## src/rtl/lfsr_counter_pkg.sv

```systemverilog
// Shared width, seed and feedback mask for the 8-bit Galois LFSR counter.
package lfsr_counter_pkg;
  localparam int LFSR_W = 8;
  typedef logic [LFSR_W-1:0] lfsr_t;
  localparam lfsr_t LFSR_SEED = 8'h01;
  localparam lfsr_t LFSR_MASK = 8'hB8;  // x^8 + x^6 + x^5 + x^4 + 1
endpackage

```

## src/rtl/galois_lfsr_step.sv

```systemverilog
// One right-shift Galois step; an all-zero state maps back to the seed.
module galois_lfsr_step
  import lfsr_counter_pkg::*;
(
  input  lfsr_t cur_i,
  output lfsr_t nxt_o,
  output logic  lockup_o
);
  always_comb begin
    lockup_o = (cur_i == '0);
    nxt_o    = (cur_i >> 1) ^ (cur_i[0] ? LFSR_MASK : '0);
    if (lockup_o) nxt_o = LFSR_SEED;
  end
endmodule

```

## src/rtl/top.sv

```systemverilog
// Free-running 8-bit pseudo-random counter: state register, enable mux, async reset.
module top
  import lfsr_counter_pkg::*;
(
  input  logic              clk,
  input  logic              rst,
  input  logic              count,
  output logic [LFSR_W-1:0] Q
);
  lfsr_t q_q, q_d, step_nxt;
  logic  lockup;

  galois_lfsr_step u_step (
    .cur_i    (q_q),
    .nxt_o    (step_nxt),
    .lockup_o (lockup)
  );

  // Lock-up recovery must not depend on the enable, so it bypasses count.
  always_comb begin
    q_d = q_q;
    if (count || lockup) q_d = step_nxt;
  end

  always_ff @(posedge clk or posedge rst) begin
    if (rst) q_q <= LFSR_SEED;
    else     q_q <= q_d;
  end

  assign Q = q_q;
endmodule

```

## config.mk

```make
export PLATFORM = sky130hd
export DESIGN_NAME = top
export DESIGN_NICKNAME = d
export VERILOG_FILES = /design/src/rtl/lfsr_counter_pkg.sv /design/src/rtl/galois_lfsr_step.sv /design/src/rtl/top.sv
export SDC_FILE = /design/constraint.sdc
export NUM_CORES = 1
export LEC_CHECK = 0
export ABC_AREA = 1
export CAP_MARGIN = 20
export CORE_AREA = 2 2 39 41
export CTS_CLUSTER_SIZE = 20
export DETAILED_ROUTE_END_ITERATION = 8
export DIE_AREA = 0 0 41 43
export RECOVER_POWER = 50
export SYNTH_ARGS = -nofsm -noshare
export SYNTH_HDL_FRONTEND = slang
export SYNTH_SLANG_ARGS = --single-unit
```

## constraint.sdc

```tcl
create_clock -name clk -period 2 [get_ports clk]
set_clock_uncertainty 0.05 [all_clocks]
set_input_delay 0.2 -clock clk [delete_from_list [all_inputs] [get_ports clk]]
set_output_delay 0.2 -clock clk [all_outputs]
set_load 0.02 [all_outputs]
```

==> results of run 1 <==
[logic make-up after synthesis]
kind of cell,synth area share [%]
xor gates and xnor gates,6.84
buffers and inverters,7.82
and+or+nand+nor,19.5
muxes,5.86
DFF,52.4
AOI/OAI and AO/OA,7.49
[metrics by stage]
step	instance area, um2	cells	util [%]	total power, mW
after detailed placement	493	67	35.6	0.737
after global placement	493	67	35.6	0.730
after CTS	519	71	37.5	0.876
after global routing	519	71	37.5	0.939
final	519	71	37.5	0.861
after floorplan	384	42	-	0.571
[layout make-up]
cell class / count / area, um2
clock buffer: 4 / 26.3
fill: 147 / 865
inverter: 5 / 18.8
multi-input combinational: 28 / 153
sequential: 8 / 201
tap: 16 / 20.0
timing repair buffer: 10 / 100
[power breakdown]
| group | switching [mW] | internal, mW |
|---|---|---|
| Sequential | 0.0872 | 0.240 |
| Combinational | 0.194 | 0.205 |
| Clock | 0.0577 | 0.0765 |
| Total | 0.339 | 0.522 |
[cell usage after synthesis]
cell type / number
nand2_1: 11
dfrtp_1: 7
inv_1: 5
o21ai_0: 4
nor2_1: 3
xnor2_1: 3
mux2_2: 2
nand3_1: 2
buf_6: 1
dfstp_2: 1
nand2_2: 1
nor2_2: 1
o21ai_2: 1
[cell usage in the layout, fill, tap and decap left out]
master / n
clkdlybuf4s50_1: 8
clkbuf_4: 3
nor2_1: 3
dfrtp_1: 7
nand2_2: 1
nand2_1: 11
nor2_2: 1
dfstp_2: 1
inv_1: 5
o21ai_2: 1
xnor2_1: 3
o21ai_0: 4
clkbuf_1: 1
dlygate4sd3_1: 2
nand3_1: 2
mux2_2: 2
[per-layer routing]
| layer | track usage, % | up-vias | routed length, um |
|---|---|---|---|
| li1 | - | 155 | - |
| met1 | 13.8 | 120 | 337 |
| met2 | 14.4 | 6 | 338 |
| met3 | 7.85 | 2 | 24 |
| met4 | 10.0 | 0 | 22 |
| met5 | 0 | - | 0 |
[worst paths after layout]
path,start,end,slack (ns),depth (start not counted)
worst max-delay path,Q[0],Q[0],0.26,1
worst min-delay path,rst,Q[7],0.27,2
worst max register to register,Q[0],Q[2],0.88,6
worst min register to register,Q[0],Q[7],0.51,2
max in group asynchronous,rst,Q[0],1.33,2
min in group clk,Q[0],Q[7],0.51,2
==> metrics.txt, run 1 <==
Slew @ Worst Pin 0.312 ns; synth unique cells 13; ranking of synthesized cells by area dfrtp_1, nand2_1, dfstp_2, xnor2_1, mux2_2; layout cells sized above 1 16.4%; Hold Buf Count CTS 0; global-route wire length before repair 1280 um; Root Buffer clkbuf_4; diodes inserted 0; CP top delay family buffers and inverters; GP Congestion 0.687; Setup WS pre-CTS 0.519 ns; Worst EP required 1.75 ns; Slowest Stage Delay on Critical Path 0.63 ns; maximum VDD drop 0.000441 V; Layout area overhead 35.2%; CTS tree built; clk_lat worst skew 0.26 ns; hold_ws 0.272 ns; Die Y 43 um; Final setup viols 0; unrepaired setup endpoints after global routing no; #FFs+latches synth 8; CTS Buf Count 3; CTS Buffer Depth 2; CP Capture Type primary output; Syn. warnings 0; Slew Limit Fails 0; critical path class reg2out; Max-slew headroom 79.2%; f_max 0.575 GHz; routed wire length per instance 10.2 um; final hold viol count 0; leakage power 0.245 nW; setup ws final 0.262 ns; antenna violations before repair 0; Max-Cap Viols 0; CTS HTree Levels 1; largest net degree at the start of global routing 10; DRT iter0 DRCs 0; die area 0.00176 mm2; syn nets 45; Synth Cell Area 384 um2; DPL Wire Length 555 um; DRC viols 0; number of setup buffers added after CTS 0; Buf+Inv Stages, Crit Path 1; minimum clock period 1.74 ns; global route total overflow 0; Power Dens Cells 1660 mW/mm2; vias per cell 3.99; post-route ant nets 0; Mean Syn Cell Area 9.15 um2; Synth area leader dfrtp_1; nets 59; CP arrival 1.49 ns; GRT Total Usage 11.9%; boundary pin count 11; synthesized instance count 42; max reg flops 8; core area 0.00138 mm2; via count 283; CTS resizes 0; Final period util 86.9%; die width 41 um; Min-Delay Path Class in2async; top cell type's share of synthesized area 45.6%; crit path launch type register; worst-path fanout max 7; vias in the first global route 279; sequential share of the synthesized area 52.4%; row cnt 14; Initial Util 27.8%; drt total wl 723 um; crit-path cells clkdlybuf4s50_1; Crit-path slowest cell clkdlybuf4s50_1; clk sink count 8; status completed; setup TNS 0 ns; Worst-path clk slew 0.06 ns; PortBufs 10; 1st-pass router iterations 1
Note: power is estimated with default switching activity, not from simulation.
==> inputs of run 2 (changes only) <==
- CTS_CLUSTER_SIZE: 20 -> 10
- RECOVER_POWER: 50 -> 25
==> metrics.txt, run 2 (synthesized netlist as in run 1, its figures left out) <==
GRT Total Usage 11.9%; setup TNS 0 ns; CP Capture Type primary output; die width 41 um; Initial Util 27.8%; Hold Buf Count CTS 0; 1st-pass router iterations 1; largest net degree at the start of global routing 10; Crit-path slowest cell clkdlybuf4s50_1; max reg flops 8; Final setup viols 0; commonest non-fill, non-tap cell in the layout nand2_1; DRC viols 0; Slew Limit Fails 0; status completed; CTS Buf Count 3; CTS Buffer Depth 2; Max-Cap Viols 0; leakage power 0.245 nW; Final Util 37.5%; diodes inserted 0; Reg area 201 um2; boundary pin count 11; routed wire length per instance 10.2 um; Root Buffer clkbuf_4; CTS tree built; GP Congestion 0.687; Slowest Stage Delay on Critical Path 0.63 ns; global route total overflow 0; area of the multi-input gates 153 um2; # fillers 147; drt total wl 723 um; vias per cell 3.99; Worst-path clk slew 0.06 ns; Power Dens Cells 1660 mW/mm2; DPL Wire Length 555 um; Slew @ Worst Pin 0.312 ns; Min-Delay Path Class in2async; total power 0.862 mW; post-route ant nets 0; DRT iter0 DRCs 0; Layout area overhead 35.2%; Worst EP required 1.75 ns; antenna violations before repair 0; number of setup buffers added after CTS 0; hold_ws 0.272 ns; CP arrival 1.49 ns; most frequent cells in the layout nand2_1, clkdlybuf4s50_1, dfrtp_1; CTS HTree Levels 1; clk sink count 8; global-route wire length before repair 1280 um; nets 59; core area 0.00138 mm2; Final period util 86.9%; unrepaired setup endpoints after global routing no; Buf+Inv Stages, Crit Path 1; die area 0.00176 mm2; maximum VDD drop 0.000441 V; layout cells sized above 1 16.4%; vias in the first global route 279; Max-slew headroom 79.2%; f_max 0.575 GHz; via count 283; critical path class reg2out; worst-path fanout max 7; crit path launch type register; PortBufs 10; CTS resizes 0; crit-path cells clkdlybuf4s50_1; Die Y 43 um; clk_lat worst skew 0.26 ns; row cnt 14; final hold viol count 0; minimum clock period 1.74 ns; CP top delay family buffers and inverters
[run 2: cell types whose count changed in the layout (fill, tap and decap cells not counted), sizes merged]
| cell | previous run | this run |
|---|---|---|
| clkdlybuf4s50 | 8 | 9 |
| dlygate4sd3 | 2 | 1 |
[run 2: per-stage QoR]
stage	setup slack [ns]	cell area [um2]	instances
after floorplan	0.826	384	42
after global placement	0.533	493	67
after detailed placement	0.519	493	67
after CTS	0.245	519	71
after global routing	0.188	519	71
final	0.262	519	71
[run 2: path summary, 6_finish.rpt]
path	start	to	slack, ns	cells after the start
worst max register to register	Q[0]	Q[2]	0.88	6
worst min register to register	Q[0]	Q[7]	0.51	2
worst min-delay path	rst	Q[7]	0.27	2
worst max-delay path	Q[0]	Q[0]	0.26	1
max in group asynchronous	rst	Q[0]	1.33	2
min in group clk	Q[0]	Q[7]	0.51	2
[run 2: power by group]
group	internal, mW	leakage (nW)	switching, mW
sequential	0.240	0.0962	0.0872
clock	0.0765	0.0150	0.0577
combinational	0.206	0.133	0.194
[run 2: routing by layer]
layer | GRT usage (%) | vias up | share of wire, %
met4 | 10.0 | 0 | 3.0
li1 | - | 155 | -
met2 | 14.4 | 6 | 47
met1 | 13.8 | 120 | 47
met5 | 0 | - | 0
met3 | 7.85 | 2 | 3.3
[run 2: cell type report]
type	count	share of cell area, %
tap	16	3.86
timing repair buffer	10	19.3
clock buffer	4	5.06
inverter	5	3.61
multi-input combinational	28	29.4
sequential	8	38.8
==> patch 1: new RTL, config.mk and constraints of run 2 <==
`LFSR_W`: 8 -> 10.
--- a/src/rtl/lfsr_counter_pkg.sv
+++ b/src/rtl/lfsr_counter_pkg.sv
@@ -1,6 +1,6 @@
 // Shared width, seed and feedback mask for the 8-bit Galois LFSR counter.
 package lfsr_counter_pkg;
-  localparam int LFSR_W = 8;
+  localparam int LFSR_W = 10;
   typedef logic [LFSR_W-1:0] lfsr_t;
   localparam lfsr_t LFSR_SEED = 8'h01;
   localparam lfsr_t LFSR_MASK = 8'hB8;  // x^8 + x^6 + x^5 + x^4 + 1
Ports: changed (resized Q); port bits go from 11 to 13. The function was not compared with the original's and may differ.
==> patch 1 against run 2 <==
Synthesized area grew 4.9%; design area grew 1.4%; utilization grew 0.54 points; sequential cell count is the same; routed wire length shrank 2.5%; non-clock buffer count is the same; total power shrank 0.26%; setup slack gained 0.0014 ns; synthesized cell count grew 7.1%.
==> patch 1: results (changes against run 2) <==
status: finished, final reports clean
Setup WS pre-CTS: 0.5222 ns (+0.002686 ns)
vias post-DR: 321 (+13%)
Cell variety after synth: 15 (+2)
# H-tree levels: 1 (unchanged)
number of global-route vias before repair: 286 (+2.5%)
met1 GRT Util: 12.75% (-1.1 points)
final setup TNS: 0 ns (unchanged)
PortBufs: 10 (unchanged)
R2R Path End: Q[2]
TritonCTS Buffers: 3 (unchanged)
Reg clk slew, reported paths: 0.06 ns (about the same)
Root Buffer: clkbuf_4
Worst VDD drop: 0.0004488 V (+1.8%)
startpoint types: flop
Largest register FFs: 8 (unchanged)
Detailed Place HPWL: 538.5 um (-2.9%)
final wirelength: 705 um (-2.5%)
Metal-1 WL: 292 um (-14%)
arrival time at the worst endpoint: 1.49 ns (about the same)
Seq power: 0.329 mW (about the same)
metal3 WL: 29 um (+21%)
hold crit path type: in2async
routed wl met2: 358 um (+5.9%)
placer congestion estimate: 0.6966 (+1.4%)
Antenna diodes: 0 (unchanged)
post-synthesis compound-gate area fraction: 7.143% (-0.35 points)
minimum clock period: 1.737 ns (-0.001385 ns)
share of cells above drive strength 1: 15.79% (-0.57 points)
leakage: 0.2511 nW (+2.6%)
CP max FO: 7 (unchanged)
register area share after synthesis: 50.00% (-2.4 points)
met2 Use GR: 14.06% (-0.31 points)
# nets final: 61 (+3.4%)
post-synthesis xor/xnor area fraction: 6.522% (-0.32 points)
met3 usage: 7.853% (unchanged)
GRT Total Usage: 11.50% (-0.43 points)
TritonRoute pass-1 iters: 4 (+3)
top cells by area, synth: dfrtp_1 (43%), nand2_1 (10%), dfstp_2 (6.5%), xnor2_1 (6.5%), mux2_2 (5.6%)
first-pass GRT wire length: 1235 um (-3.2%)
worst r2r path cells: 6 (unchanged)
number of DRC markers in iteration 0: 4 (+4)
reg-to-reg slack, setup: 0.87 ns
largest net degree at the start of global routing: 10 (unchanged)
Cell Int Power: 0.5225 mW (about the same)
antenna violations before repair: 0 (unchanged)
post-synthesis mux area share: 5.590% (-0.27 points)
asr flop ratio synth: 100.0% (unchanged)
Synth Area in Adders: 0% (unchanged)
Max clock buf depth: 2 (unchanged)
-- patch 1: changes by cell type in the layout (fill, tap and decap cells not counted) --
| cell | run 2 | this run |
|---|---|---|
| conb_1 | 0 | 2 |
-- patch 1: final cells by class --
type                       instances  area (um2)
timing repair buffer              10       100.1
fill                             152       857.1
tap                               16       20.02
inverter                           5       18.77
sequential                         8       201.4
clock buffer                       4       26.28
multi-input combinational         30       160.2
-- patch 1: how the worst min path moves through the flow --
stage / slack, ns / to / start
6_report: 0.28 / Q[7] / rst
3_5_place_dp: 0.43 / Q[6] / rst
4_1_cts: 0.15 / Q[7] / rst
3_3_place_gp: 0.43 / Q[6] / rst
5_1_grt: 0.30 / Q[7] / rst
2_1_floorplan: -0.04 / Q[1] / rst
-- patch 1: per-stage QoR --
step                instance area [um2]  total power, mW  instances
global route                      526.8           0.9370         73
finish                            526.8           0.8596         73
detailed placement                500.5           0.7383         69
CTS                               526.8           0.8767         73
global placement                  500.5           0.7322         69
floorplan                         406.6           0.5768         46
==> patch 2: new RTL, config.mk and constraints of run 2 <==
Made on the original files. Reset style: synchronous (`rst`), changed in one clocked block. Comments in the files are not updated.
--- a/src/rtl/top.sv
+++ b/src/rtl/top.sv
@@ -22,7 +22,7 @@
     if (count || lockup) q_d = step_nxt;
   end
 
-  always_ff @(posedge clk or posedge rst) begin
+  always_ff @(posedge clk) begin
     if (rst) q_q <= LFSR_SEED;
     else     q_q <= q_d;
   end
Formal check against the unedited RTL: differs if rst is asserted again (counterexample within 4 cycles, from zero or initial values and one cycle with rst high); with rst held inactive, the same outputs for 10 cycles.
==> patch 2 against run 2 <==
Routed wire length increased by 3.6%; synthesized cell count increased by 33%; design area increased by 0.72%; final cell count increased by 17%; setup slack improved by 0.072 ns; sequential cell count unchanged; synthesized area increased by 3.3%; non-clock buffer count unchanged; global-route usage decreased by 0.89 points.
Power is not compared: it rests on default switching activity, and its combinational part moved more than twofold at a synthesized area within 25%.
==> patch 2: results (changes against run 2) <==
first-pass GRT wire length: 1262 um (-1.1%)
Synth Flop Type: dfxtp_1
top cells by area, synth: dfxtp_1 (40%), nor2_1 (14%), mux2i_1 (7.6%), inv_1 (6.6%), nand2_1 (5.7%)
hold crit path type: reg2reg
TritonCTS Buffers: 3 (unchanged)
number of global-route vias before repair: 321 (+15%)
TritonRoute pass-1 iters: 2 (+1)
CP max FO: 9 (+2)
asr flop ratio synth: 0% (-100 points)
share of cells above drive strength 1: 11.94% (-4.4 points)
worst r2r path cells: 7 (+1)
R2R Path End: Q[7]
status: finished, final reports clean
Synth Net Count: 59 (+31%)
biggest cell delay along the critical path: 0.67 ns (+0.04 ns)
placer congestion estimate: 0.7626 (+11%)
Detailed Place HPWL: 563 um (+1.5%)
via/cell ratio: 4.325 (+8.5%)
Setup WS pre-CTS: 0.5114 ns (-0.008113 ns)
Rel. slew slack: 75.76% (-3.4 points)
synth cell count leaders: nor2_1 (15), dfxtp_1 (8), inv_1 (7)
Worst Setup SP: Q[0]
wire length per cell: 9.024 um (-11%)
reg-to-reg slack, setup: 0.77 ns (-0.11 ns)
# nets final: 72 (+22%)
number of DRC markers in iteration 0: 6 (+6)
Placed Area: 500.5 um2 (+1.5%)
register area share after synthesis: 40.38% (-12 points)
arrival time at the worst endpoint: 1.42 ns (-0.07 ns)
GRT Total Usage: 11.04% (-0.89 points)
register bit total from synthesis: 8 (unchanged)
## patch 2: per-stage QoR
stage	util (%)	std cells
after CTS	37.79	83
after detailed placement	36.17	80
after global routing	37.79	83
after global placement	36.17	80
final	37.79	83
after floorplan	-	56
## patch 2: routing by layer
metal / wire [um] / global-route usage [%] / share of wire (%)
met1: 384 / 14.15 / 51
met2: 315 / 14.06 / 42
met3: 39 / 3.141 / 5.2
met4: 10 / 10.00 / 1.3
met5: 0 / 0 / 0
## patch 2: cell type report
cell class	instances	area, um2
fillers	152	860.8
multi-input cells	37	185.2
flip-flops and latches	8	160.2
repair buffers	10	100.1
inverters	9	35.03
clock buffers	3	22.52
well taps	16	20.02
## patch 2: kinds of logic after synthesis
| family | synth area share, % |
|---|---|
| simple gates | 27.13 |
| xor+xnor | 2.209 |
| flops | 40.38 |
| buf+inv | 12.93 |
| compound gates | 9.780 |
| mux | 7.571 |
## patch 2: worst min path at each step
stage | from | end | cells after the start | slack (ns)
6_report | Q[6] | Q[6] | 2 | 0.50
4_1_cts | Q[6] | Q[6] | 2 | 0.50
5_1_grt | Q[6] | Q[6] | 2 | 0.54
3_3_place_gp | Q[2] | Q[1] | 2 | 0.50
3_5_place_dp | Q[2] | Q[1] | 2 | 0.49
2_1_floorplan | rst | Q[1] | 1 | 0.22
## patch 2: where the power goes
group	switching [mW]	internal, mW	leakage (nW)
registers	0.0152	0.173	0.0662
clock network	0.0526	0.0685	0.0138
logic	0.0529	0.0449	0.149
## patch 2: worst register-to-register path, cell delays in order (launching register included)
cell and delay [ns]:
dfxtp_1 0.50, clkinvlp_2 0.21, nand2_2 0.10, nor2_2 0.04, nand2_2 0.07, nand3_1 0.06, nand2_1 0.06, nor2_1 0.04
